===== config.mk =====
export PLATFORM = sky130hd
export DESIGN_NAME = biu_seg_sequencer_flat
export DESIGN_NICKNAME = d
export VERILOG_FILES = /design/src/rtl/biu_seg_sequencer_if.sv /design/src/rtl/biu_seg_sequencer.sv /design/src/flat_wrapper.sv
export SDC_FILE = /design/constraint.sdc
export NUM_CORES = 1
export LEC_CHECK = 0
export ABC_AREA = 1
export ABC_CLOCK_PERIOD_IN_PS = 2300
export CORE_MARGIN = 2
export CORE_UTILIZATION = 47
export DETAILED_ROUTE_END_ITERATION = 8
export PLACE_DENSITY_LB_ADDON = 0.15
export REMOVE_ABC_BUFFERS = 1
export SLEW_MARGIN = 10
export SYNTH_ARGS = -nofsm -noshare
export SYNTH_HDL_FRONTEND = slang
export SYNTH_SLANG_ARGS = --single-unit

===== constraint.sdc =====
create_clock -name clk -period 2.3 [get_ports clk]
set_input_delay 0.69 -clock clk [delete_from_list [all_inputs] [get_ports clk]]
set_output_delay 0.69 -clock clk [all_outputs]
set_load 0.05 [all_outputs]

===== src/rtl/biu_seg_sequencer_if.sv =====
// Bundle of requester handshakes, segment-file port and physical-address channel
// around the BIU segment sequencer.
interface biu_seg_sequencer_if;
  logic        pf_req;
  logic [15:0] pf_off;
  logic        pf_ack;
  logic        eu_req;
  logic [1:0]  eu_seg;
  logic [15:0] eu_off;
  logic        eu_ack;
  logic        sw_req;
  logic [1:0]  sw_sel;
  logic [15:0] sw_data;
  logic        sw_ack;
  logic [1:0]  seg_wr_addr;
  logic        seg_wr_en;
  logic [15:0] seg_wr_data;
  logic [1:0]  seg_rd_addr;
  logic        seg_rd_en;
  logic [15:0] seg_rd_data;
  logic        pa_valid;
  logic [19:0] pa;
  logic        pa_src;
  logic        pa_ready;

  // Sequencer side.
  modport master (
    input  pf_req, pf_off, eu_req, eu_seg, eu_off, sw_req, sw_sel, sw_data,
    input  seg_rd_data, pa_ready,
    output pf_ack, eu_ack, sw_ack,
    output seg_wr_addr, seg_wr_en, seg_wr_data, seg_rd_addr, seg_rd_en,
    output pa_valid, pa, pa_src
  );

  // Requesters, segment file and bus cycle unit.
  modport slave (
    output pf_req, pf_off, eu_req, eu_seg, eu_off, sw_req, sw_sel, sw_data,
    output seg_rd_data, pa_ready,
    input  pf_ack, eu_ack, sw_ack,
    input  seg_wr_addr, seg_wr_en, seg_wr_data, seg_rd_addr, seg_rd_en,
    input  pa_valid, pa, pa_src
  );
endinterface


===== src/rtl/biu_seg_sequencer.sv =====
// Arbitrates the segment file read port between prefetch and EU, serialises EU
// segment writes, and forms the 20-bit physical address for the bus cycle unit.
module biu_seg_sequencer #(
  parameter int unsigned STARVE_LIM = 4
) (
  input logic                clk,
  input logic                rst_n,
  biu_seg_sequencer_if.master bus
);

  typedef enum logic [2:0] {IDLE, RD, CAP, OUT, WR} state_e;

  state_e      state;
  logic [3:0]  streak;
  logic [15:0] off_q;
  logic        src_q;
  logic        starve_block;
  logic [19:0] pa_sum;

  // A pending prefetch wins once the EU has taken STARVE_LIM grants in a row.
  assign starve_block = bus.pf_req && (streak == 4'(STARVE_LIM));
  // 20-bit sum: the carry out of bit 19 is dropped, so addresses wrap.
  assign pa_sum       = {bus.seg_rd_data, 4'b0000} + {4'b0000, off_q};

  always_ff @(posedge clk or negedge rst_n) begin
    if (!rst_n) begin
      state           <= IDLE;
      streak          <= '0;
      off_q           <= '0;
      src_q           <= 1'b0;
      bus.pf_ack      <= 1'b0;
      bus.eu_ack      <= 1'b0;
      bus.sw_ack      <= 1'b0;
      bus.seg_wr_addr <= '0;
      bus.seg_wr_en   <= 1'b0;
      bus.seg_wr_data <= '0;
      bus.seg_rd_addr <= '0;
      bus.seg_rd_en   <= 1'b0;
      bus.pa_valid    <= 1'b0;
      bus.pa          <= '0;
      bus.pa_src      <= 1'b0;
    end else begin
      // NOTE: pulses default low with non-blocking assignments; a later
      // assignment in the same pass overrides it, giving single-cycle strobes.
      bus.pf_ack    <= 1'b0;
      bus.eu_ack    <= 1'b0;
      bus.sw_ack    <= 1'b0;
      bus.seg_wr_en <= 1'b0;
      bus.seg_rd_en <= 1'b0;

      case (state)
        IDLE: begin
          if (bus.sw_req) begin
            bus.seg_wr_addr <= bus.sw_sel;
            bus.seg_wr_data <= bus.sw_data;
            bus.seg_wr_en   <= 1'b1;
            bus.sw_ack      <= 1'b1;
            state           <= WR;
          end else if (bus.eu_req && !starve_block) begin
            bus.seg_rd_addr <= bus.eu_seg;
            bus.seg_rd_en   <= 1'b1;
            off_q           <= bus.eu_off;
            src_q           <= 1'b1;
            bus.eu_ack      <= 1'b1;
            if (streak != 4'hF) streak <= streak + 4'd1;
            state           <= RD;
          end else if (bus.pf_req) begin
            bus.seg_rd_addr <= 2'b00;
            bus.seg_rd_en   <= 1'b1;
            off_q           <= bus.pf_off;
            src_q           <= 1'b0;
            bus.pf_ack      <= 1'b1;
            streak          <= '0;
            state           <= RD;
          end
        end
        // Segment file registers its read data during RD; it is usable in CAP.
        RD:  state <= CAP;
        CAP: begin
          bus.pa       <= pa_sum;
          bus.pa_src   <= src_q;
          bus.pa_valid <= 1'b1;
          state        <= OUT;
        end
        OUT: begin
          if (bus.pa_ready) begin
            bus.pa_valid <= 1'b0;
            state        <= IDLE;
          end
        end
        WR:      state <= IDLE;
        default: state <= IDLE;
      endcase
    end
  end

endmodule


===== src/flat_wrapper.sv =====
// flat-port wrapper written by rule: the top's interface ports become plain ports
module biu_seg_sequencer_flat 
#(
  parameter int unsigned STARVE_LIM = 4
)
  (clk, rst_n, bus_pf_req, bus_pf_off, bus_eu_req, bus_eu_seg, bus_eu_off, bus_sw_req, bus_sw_sel, bus_sw_data, bus_seg_rd_data, bus_pa_ready, bus_pf_ack, bus_eu_ack, bus_sw_ack, bus_seg_wr_addr, bus_seg_wr_en, bus_seg_wr_data, bus_seg_rd_addr, bus_seg_rd_en, bus_pa_valid, bus_pa, bus_pa_src);
  biu_seg_sequencer_if bus_i ();
  input logic clk;
  input logic rst_n;
  input wire logic [$bits(bus_i.pf_req)-1:0] bus_pf_req;
  input wire logic [$bits(bus_i.pf_off)-1:0] bus_pf_off;
  input wire logic [$bits(bus_i.eu_req)-1:0] bus_eu_req;
  input wire logic [$bits(bus_i.eu_seg)-1:0] bus_eu_seg;
  input wire logic [$bits(bus_i.eu_off)-1:0] bus_eu_off;
  input wire logic [$bits(bus_i.sw_req)-1:0] bus_sw_req;
  input wire logic [$bits(bus_i.sw_sel)-1:0] bus_sw_sel;
  input wire logic [$bits(bus_i.sw_data)-1:0] bus_sw_data;
  input wire logic [$bits(bus_i.seg_rd_data)-1:0] bus_seg_rd_data;
  input wire logic [$bits(bus_i.pa_ready)-1:0] bus_pa_ready;
  output wire logic [$bits(bus_i.pf_ack)-1:0] bus_pf_ack;
  output wire logic [$bits(bus_i.eu_ack)-1:0] bus_eu_ack;
  output wire logic [$bits(bus_i.sw_ack)-1:0] bus_sw_ack;
  output wire logic [$bits(bus_i.seg_wr_addr)-1:0] bus_seg_wr_addr;
  output wire logic [$bits(bus_i.seg_wr_en)-1:0] bus_seg_wr_en;
  output wire logic [$bits(bus_i.seg_wr_data)-1:0] bus_seg_wr_data;
  output wire logic [$bits(bus_i.seg_rd_addr)-1:0] bus_seg_rd_addr;
  output wire logic [$bits(bus_i.seg_rd_en)-1:0] bus_seg_rd_en;
  output wire logic [$bits(bus_i.pa_valid)-1:0] bus_pa_valid;
  output wire logic [$bits(bus_i.pa)-1:0] bus_pa;
  output wire logic [$bits(bus_i.pa_src)-1:0] bus_pa_src;
  assign bus_i.pf_req = bus_pf_req;
  assign bus_i.pf_off = bus_pf_off;
  assign bus_i.eu_req = bus_eu_req;
  assign bus_i.eu_seg = bus_eu_seg;
  assign bus_i.eu_off = bus_eu_off;
  assign bus_i.sw_req = bus_sw_req;
  assign bus_i.sw_sel = bus_sw_sel;
  assign bus_i.sw_data = bus_sw_data;
  assign bus_i.seg_rd_data = bus_seg_rd_data;
  assign bus_i.pa_ready = bus_pa_ready;
  assign bus_pf_ack = bus_i.pf_ack;
  assign bus_eu_ack = bus_i.eu_ack;
  assign bus_sw_ack = bus_i.sw_ack;
  assign bus_seg_wr_addr = bus_i.seg_wr_addr;
  assign bus_seg_wr_en = bus_i.seg_wr_en;
  assign bus_seg_wr_data = bus_i.seg_wr_data;
  assign bus_seg_rd_addr = bus_i.seg_rd_addr;
  assign bus_seg_rd_en = bus_i.seg_rd_en;
  assign bus_pa_valid = bus_i.pa_valid;
  assign bus_pa = bus_i.pa;
  assign bus_pa_src = bus_i.pa_src;
  biu_seg_sequencer #(.STARVE_LIM(STARVE_LIM)) u_core (.clk(clk), .rst_n(rst_n), .bus(bus_i));
endmodule

; ---- Yosys cells after proc, flatten, opt, wreduce, memory -nomap -nowiden
; Cells that the tools add are included.
[op_classes]
add_sub_neg = 2
n_eq_ne = 8
mux = 28
bitwise = 1
reduce_logical = 11
[op_table]
columns = operator, n
row1 = 16-bit two-way mux, 2
row2 = 20-bit by 16-bit adder with 20-bit output, 1
row3 = 1-bit two-way mux, 15
row4 = 3-bit two-way mux, 4
row5 = 4-bit two-way mux, 3
row6 = 3-bit one-hot mux with 4 select lines, 1
row7 = 3-bit by 2-bit equality test with 1-bit output (second input constant), 2
row8 = 2-bit AND reduction, 3
row9 = 4-bit by 1-bit adder with 4-bit output (second input constant), 1
row10 = 4-bit by 3-bit equality test with 1-bit output (second input constant), 1
row11 = 2-bit two-way mux, 2
row12 = 2-bit inequality test (second input constant), 2
row13 = 4-bit by 3-bit inequality test with 1-bit output (second input constant), 1
row14 = 4-bit inequality test (second input constant), 1
row15 = 4-bit AND reduction, 1
row16 = 2-bit nonzero test, 2
row17 = 3-bit by 1-bit equality test with 1-bit output (second input constant), 1
row18 = 3-bit logical NOT, 1
row19 = 3-bit AND reduction, 1
row20 = 1-bit logical AND, 2
row21 = 1-bit one-hot mux with 2 select lines, 1
row22 = 1-bit logical NOT, 1
row23 = 1-bit inverter, 1
[totals]
reg_bits = 70
in_bits = 74
out_inout_bits = 47
word_cells = 64

; ---- Longest topological paths before layout
[logic_depth]
depth_word = 7
mapped_depth = 11
ltp_nobuf = 11

; ---- Worst setup path before layout
; Ideal clock, no wire load.
[synth_path]
path_kind = in2reg
from = input port bus_seg_rd_data[2]
to = register u_core.bus.pa[9]
setup_time_ns = 0.118
arrival_ns = 1.853
required_time_ns = 2.182
setup_slack_ns = 0.329
path_stages = 7
n_path_buf = 0
path_cell_list = ha_1 or2_2 nand3_1 nand2_1 or2_2 nand3_1 nand2_1
[synth_between]
elab_chain_len = 1
[synth_lines]
columns = item, line_no
row1 = from (decl), flat_wrapper.sv:18  ; input wire logic [$bits(bus_i.seg_rd_data)-1:0] bus_seg_rd_data;
row2 = 20-bit by 16-bit adder with 20-bit output, biu_seg_sequencer.sv:23  ; assign pa_sum = {bus.seg_rd_data, 4'b0000} + {4'b0000, off_q};
row3 = to (signal assigned), biu_seg_sequencer.sv:80  ; bus.pa <= pa_sum;
row4 = to (decl), biu_seg_sequencer_if.sv:32  ; output pa_valid, pa, pa_src
; Every way passes these cells.
; A chain may end at the register's enable or synchronous reset.

; ---- Final worst setup path
[layout_path]
from = register u_core.bus.pa[14]
to = output port bus_pa[14]
[layout_lines]
columns = item, line_no
row1 = to (decl), flat_wrapper.sv:29  ; output wire logic [$bits(bus_i.pa)-1:0] bus_pa;
; No word-level cell between the ends.

==> flow_metrics.tcl <==
set metrics [dict create \
    status "complete, no violations" \
    vdd_ir_drop_max_mv 0.769 \
    fin_crit_ps 2230 \
    grt_overflow_total 0 \
    io_buffers 120 \
    cp_cell_sequence "clkdlybuf4s50_1" \
    cp.arrival_ps 1540 \
    cap_violations 0 \
    routedWlPerCell_um 12.9 \
    clock-sinks 70 \
    cp-startpoint "u_core.bus.pa[14]$_DFFE_PN0P_" \
    final_nets 716 \
    worstMarginPinSlew_ps 752 \
    grt_max_degree 59 \
    reg2reg_to "u_core.bus.pa[10]$_DFFE_PN0P_" \
    total_power_w 0.00793 \
    critPathRequiredTime_ps 1610 \
    crit_family "buffers and inverters" \
    num_vias 3536 \
    gp_congestion 0.864 \
    layout-drive-gt1-share_pct 9.97 \
    final_cell_mix "209 x nand2_1, 118 x clkdlybuf4s50_1, 70 x dfrtp_1" \
    worstSetupStartpointType "flip-flop" \
    diodes 0 \
    syn_area_per_cell_um2 7.76 \
    vias_per_cell 4.82 \
    synth_top_area_share_pct 46.1 \
    synth_sequential_area_ratio_pct 46.1 \
    critPathCapture "bus_pa[14]" \
    die_x_um 93.9 \
    synth_area_um2 3800 \
    yosysTopAreaCell "dfrtp_1" \
    fp.coreArea_um2 7770 \
    design_area_um2 5410 \
    top_level_ports 121 \
    ant_nets 0 \
    worst-path-stages 1 \
    cts_tree "built" \
    setup_viol 0 \
    clock_skew_ps 7.33 \
    final_common_cell "nand2_1" \
    ys_ff_latch 70 \
    hold_viol 0 \
    drc 0 \
    r2r_cells 9 \
    post-route-util_pct 69.6 \
    end_kind "primary output" \
    grt_antenna_before_repair 0 \
    post-route-period-util_pct 96.9 \
    clk_pin_slew_ps 80 \
    dr.pass1.iters 4 \
    insertion_delay_ps 340 \
    ys_warn_count 0 \
    start_util_pct 48.9 \
    grt_pass1_wl_mm 15.9 \
    r2r_slack_ps 600 \
    synth_cell_type_count 33 \
    r2r_start "u_core.off_q[6]$_DFFE_PN0P_" \
    cpPeakStageDelay_ps 830 \
    grt_usage_pct 23.0 \
    cts_buffers 9 \
    relSlewSlack_pct 49.9 \
    routed_wl_mm 9.47 \
    pwr_density_cell_nw_per_um2 1470 \
    die_h_um 93.9 \
    grt_pass1_vias 3510 \
    synth_area_leaders "dfrtp_1 46%, nand2_1 21%, inv_1 5.2%" \
    slowest_stage "clkdlybuf4s50_1" \
    maxClockFrequency_mhz 449 \
    drv_slew 0 \
    clock_path_buffers 2 \
    cellLeakagePower_nw 2.73 \
    area_delta_synth_final_pct 42.5 \
    criticalPathCategory "flip-flop to primary output" \
    hpwlAfterDp_mm 6.96 \
    min_path_type "input pin to async pin" \
    fin_ws_ps 72.3 \
    drtIter0Drc 157 \
    num_rows 32 \
    synthCells 489 \
    preCtsSetupSlack_ps -276 \
    h-tree-depth 3 \
    fin_setup_tns_ps 0 \
    place_area_um2 5180 \
    cts.root.buffer_cell "clkbuf_8" \
    rsz0062_at_grt "no" \
    postCtsSetupRepairBufs 0 \
    path_buf_inv 1 \
    dieArea_um2 8810 \
    cp_max_fo 2 \
]
-- Yosys cell counts, drive strengths merged --
master and instances:
a31oi 17, o31ai 1, ha 14, nand3 26
or2 4, nand2 211, o21ai 11, a21oi 7
dfrtp 70, fa 1, xor2 1, nor2 40
buf 14, and2 2, inv 57, nand4 2
xnor2 2, o22ai 1, nand3b 3, a22o 2
nor3 3
-- what timing repair did --
item,CTS,global route
setup endpoints to repair,0,5
hold buffers,0,0
resized for setup,0,4
-- flip-flops by register name, summed over array words and instances, names as in the netlist --
signal and cells:
u_core.bus.eu_ack 1, u_core.bus.pa 20, u_core.bus.pa_src 1, u_core.bus.pa_valid 1, u_core.bus.pf_ack 1, u_core.bus.seg_rd_addr 2, u_core.bus.seg_rd_en 1, u_core.bus.seg_wr_addr 2
u_core.bus.seg_wr_data 16, u_core.bus.sw_ack 1, u_core.off_q 16, u_core.src_q 1, u_core.state 3, u_core.streak 4
-- power breakdown --
group,switching [W],internal (W),total [W]
Sequential,0.000340,0.00182,0.00216
Clock,0.000508,0.000614,0.00112
Combinational,0.00296,0.00169,0.00465
Total,0.00380,0.00412,0.00793
-- per-layer routing --
layer | track usage, % | up-vias | part of all wire [%]
li1 | - | 1800 | -
met1 | 28.3 | 1630 | 43
met2 | 39.7 | 96 | 50
met3 | 4.25 | 10 | 6.0
met4 | 9.18 | 0 | 1.3
met5 | 0 | - | 0
-- how the worst min path moves through the flow --
stage	start	to	slack, ps
6_report	rst_n	u_core.bus.pa[7]$_DFFE_PN0P_	400
4_1_cts	rst_n	u_core.bus.pa[7]$_DFFE_PN0P_	440
3_5_place_dp	u_core.bus.seg_wr_data[3]$_DFFE_PN0P_	u_core.bus.seg_wr_data[3]$_DFFE_PN0P_	460
5_1_grt	rst_n	u_core.bus.pa[19]$_DFFE_PN0P_	470
3_3_place_gp	u_core.bus.seg_wr_data[1]$_DFFE_PN0P_	u_core.bus.seg_wr_data[1]$_DFFE_PN0P_	450
2_1_floorplan	rst_n	u_core.bus.eu_ack$_DFF_PN0_	390
-- layout make-up --
| type | count | area (um2) |
|---|---|---|
| Multi-Input combinational cell | 348 | 1720 |
| Inverter | 57 | 214 |
| Tap cell | 102 | 128 |
| Sequential cell | 70 | 1750 |
| Fill cell | 645 | 2360 |
| Clock buffer | 9 | 124 |
| Clock inverter | 7 | 97.6 |
| Timing Repair Buffer | 141 | 1370 |
-- stage by stage --
step / std cells / hold WS [ps]
2_1_floorplan: 475 / 394
3_3_place_gp: 718 / 454
3_5_place_dp: 718 / 458
4_1_cts: 734 / 436
5_1_grt: 734 / 467
6_report: 734 / 398
-- logic make-up (layout without fill, tap and decap cells) --
family,Yosys count,count (layout),synth area share [%]
flops,70,70,46.1
simple gates,291,291,32.0
buf+inv,71,214,8.70
compound gates,39,39,7.32
xor+xnor,3,3,0.692
fa+ha+maj,15,15,5.14
Power figures use the tool's default switching activity.
==> RTL edit: new RTL, same settings <==
Encoding of `state_e`: now Gray code (3 bits for 5 states).
--- a/src/rtl/biu_seg_sequencer.sv
+++ b/src/rtl/biu_seg_sequencer.sv
@@ -8,7 +8,7 @@
   biu_seg_sequencer_if.master bus
 );
 
-  typedef enum logic [2:0] {IDLE, RD, CAP, OUT, WR} state_e;
+  typedef enum logic [2:0] {IDLE = 3'b000, RD = 3'b001, CAP = 3'b011, OUT = 3'b010, WR = 3'b110} state_e;
 
   state_e      state;
   logic [3:0]  streak;
Check against the original RTL: same outputs for any inputs over 10 cycles, from zero or initial values and one cycle with rst_n low; not proved beyond that.
==> RTL edit against the unedited design <==
- power decreased by 3.3%
- maximum frequency increased by 0.33%
- global-route usage decreased by 0.30 points
- first-iteration DRC count increased by 3.8%
- clock power decreased by 11%
- setup slack improved by 7.3 ps
- synthesized cell count decreased by 0.20%
- area after synthesis increased by 0.79%
- register-to-register slack got worse by 40 ps
- final area decreased by 0.46%
- routed wire length decreased by 1.2%
- die area increased by 0.76%
- sequential cell count unchanged
- utilization decreased by 0.68 points
- critical path type unchanged
- largest cell class unchanged
==> RTL edit: results (changes against the unedited design) <==
Run status
  • Run status: finished clean

Drt
  • Initial DRC count: 163 (+3.8%)
  • Total routed wirelength: 9356 um (-1.2%)
  • Via count of the routed design: 3557 (+0.59%)
  • Routed via count divided by cell count: 4.886 (+1.4%)
  • Initial DRT Pass Iterations: 4 (unchanged)

Placed design
  • Input/output buffers: 120 (unchanged)
  • Cell Count Post-Placement: 713 (-0.70%)
  • Post-detailed-placement cell area: 5179 um2 (about the same)
  • Post-DP HPWL: 7114 um (+2.3%)
  • Worst Setup Slack post-DPL: -274.0 ps (+2.052 ps)
  • Global placement routability congestion: 0.8585 (-0.66%)

Yosys
  • Sequential fraction of the synthesis area: 0.4578 (-0.003621)
  • Library cells used by synthesis: 36 (+9.1%)
  • Leading post-synthesis cells by instance count: sky130_fd_sc_hd__nand2_1 (211), sky130_fd_sc_hd__dfrtp_1 (70), sky130_fd_sc_hd__inv_1 (51), sky130_fd_sc_hd__nor2_1 (34), sky130_fd_sc_hd__nand3_1 (26)
  • Ranking of synthesized cells by area: sky130_fd_sc_hd__dfrtp_1 (46%), sky130_fd_sc_hd__nand2_1 (21%), sky130_fd_sc_hd__inv_1 (5.0%)
  • Async S/R FF share, synth: 1.000 (unchanged)
  • Synthesized area per cell: 7.841 um2 (+1.0%)

Power
  • Sw frac: 0.4831 (+0.003227)
  • Register share of total power: 0.281 (+0.009)
  • Worst-case vdd ir drop: 0.9064 mV (+18%)
  • Combinational logic power: 4.51 mW (-3%)
  • Leakage Power: 2.707 nW (-0.87%)

GRT
  • Pin count of the biggest net entering global routing: 42 (-29%)
  • Global-route total usage across every layer: 0.2268 (-0.003015)
  • Wire length of the first global-routing pass: 15710 um (-1.3%)

Timing
  • Worst-margin pin slew: 532.6 ps (-219.4 ps)
  • Worst hold margin: 277.7 ps (-120.7 ps)
  • Worst Slack Setup Final: 79.56 ps (+7.303 ps)
  • Fin Clk Skew: 9.644 ps (+2.312 ps)

Worst setup path
  • CP max stage delay: 810 ps (-20 ps)
  • Cell depth of the worst flop-to-flop path: 10 (+1)
  • Critical Path Start: u_core.bus.pa_src$_DFFE_PN0P_
  • Reg2Reg Setup Slack: 560 ps (-40 ps)
  • Critical Path End: bus_pa_src
  • Reg2Reg Capture Point: u_core.bus.pa[15]$_DFFE_PN0P_
  • Launch instance of the worst register-to-register path: u_core.off_q[10]$_DFFE_PN0P_

Layout
  • Antenna cell count: 0 (unchanged)
  • Proportion of layout cells with a drive suffix above 1: 0.09744 (-0.002239)
  • Leading registers by flop count: u_core.bus.pa x20, u_core.bus.seg_wr_data x16, u_core.off_q x16

Clocking
  • Cts bufs inserted: 9 (unchanged)
==> RTL edit: what timing repair did <==
action | in CTS | in global routing
setup buffers | 0 | 0
resized for setup | 0 | 3
endpoints found under the setup margin | 0 | 2
==> RTL edit: final cells by class <==
type / count / area, um2
clock buffer: 10 / 137.6
timing repair buffer: 137 / 1349
multi-input combinational: 348 / 1748
fill: 669 / 2425
tap: 102 / 127.6
sequential: 70 / 1752
clock inverter: 5 / 58.81
inverter: 56 / 210.2
==> RTL edit: cell families after synthesis <==
logic type / share of synthesized area
flip-flops: 0.4578
buffers and inverters: 0.08731
AO/OA/AOI/OAI: 0.07947
AND/OR/NAND/NOR: 0.3175
XOR/XNOR: 0.006868
adder cells (fa/ha/maj): 0.05101
==> RTL edit: per-layer routing <==
layer / part of all wire / vias to the layer above / track usage
met1: 0.42 / 1639 / 0.2683
met2: 0.50 / 102 / 0.3964
li1: - / 1795 / -
met5: 0 / - / 0
met4: 0.023 / 0 / 0.09300
met3: 0.050 / 21 / 0.05136
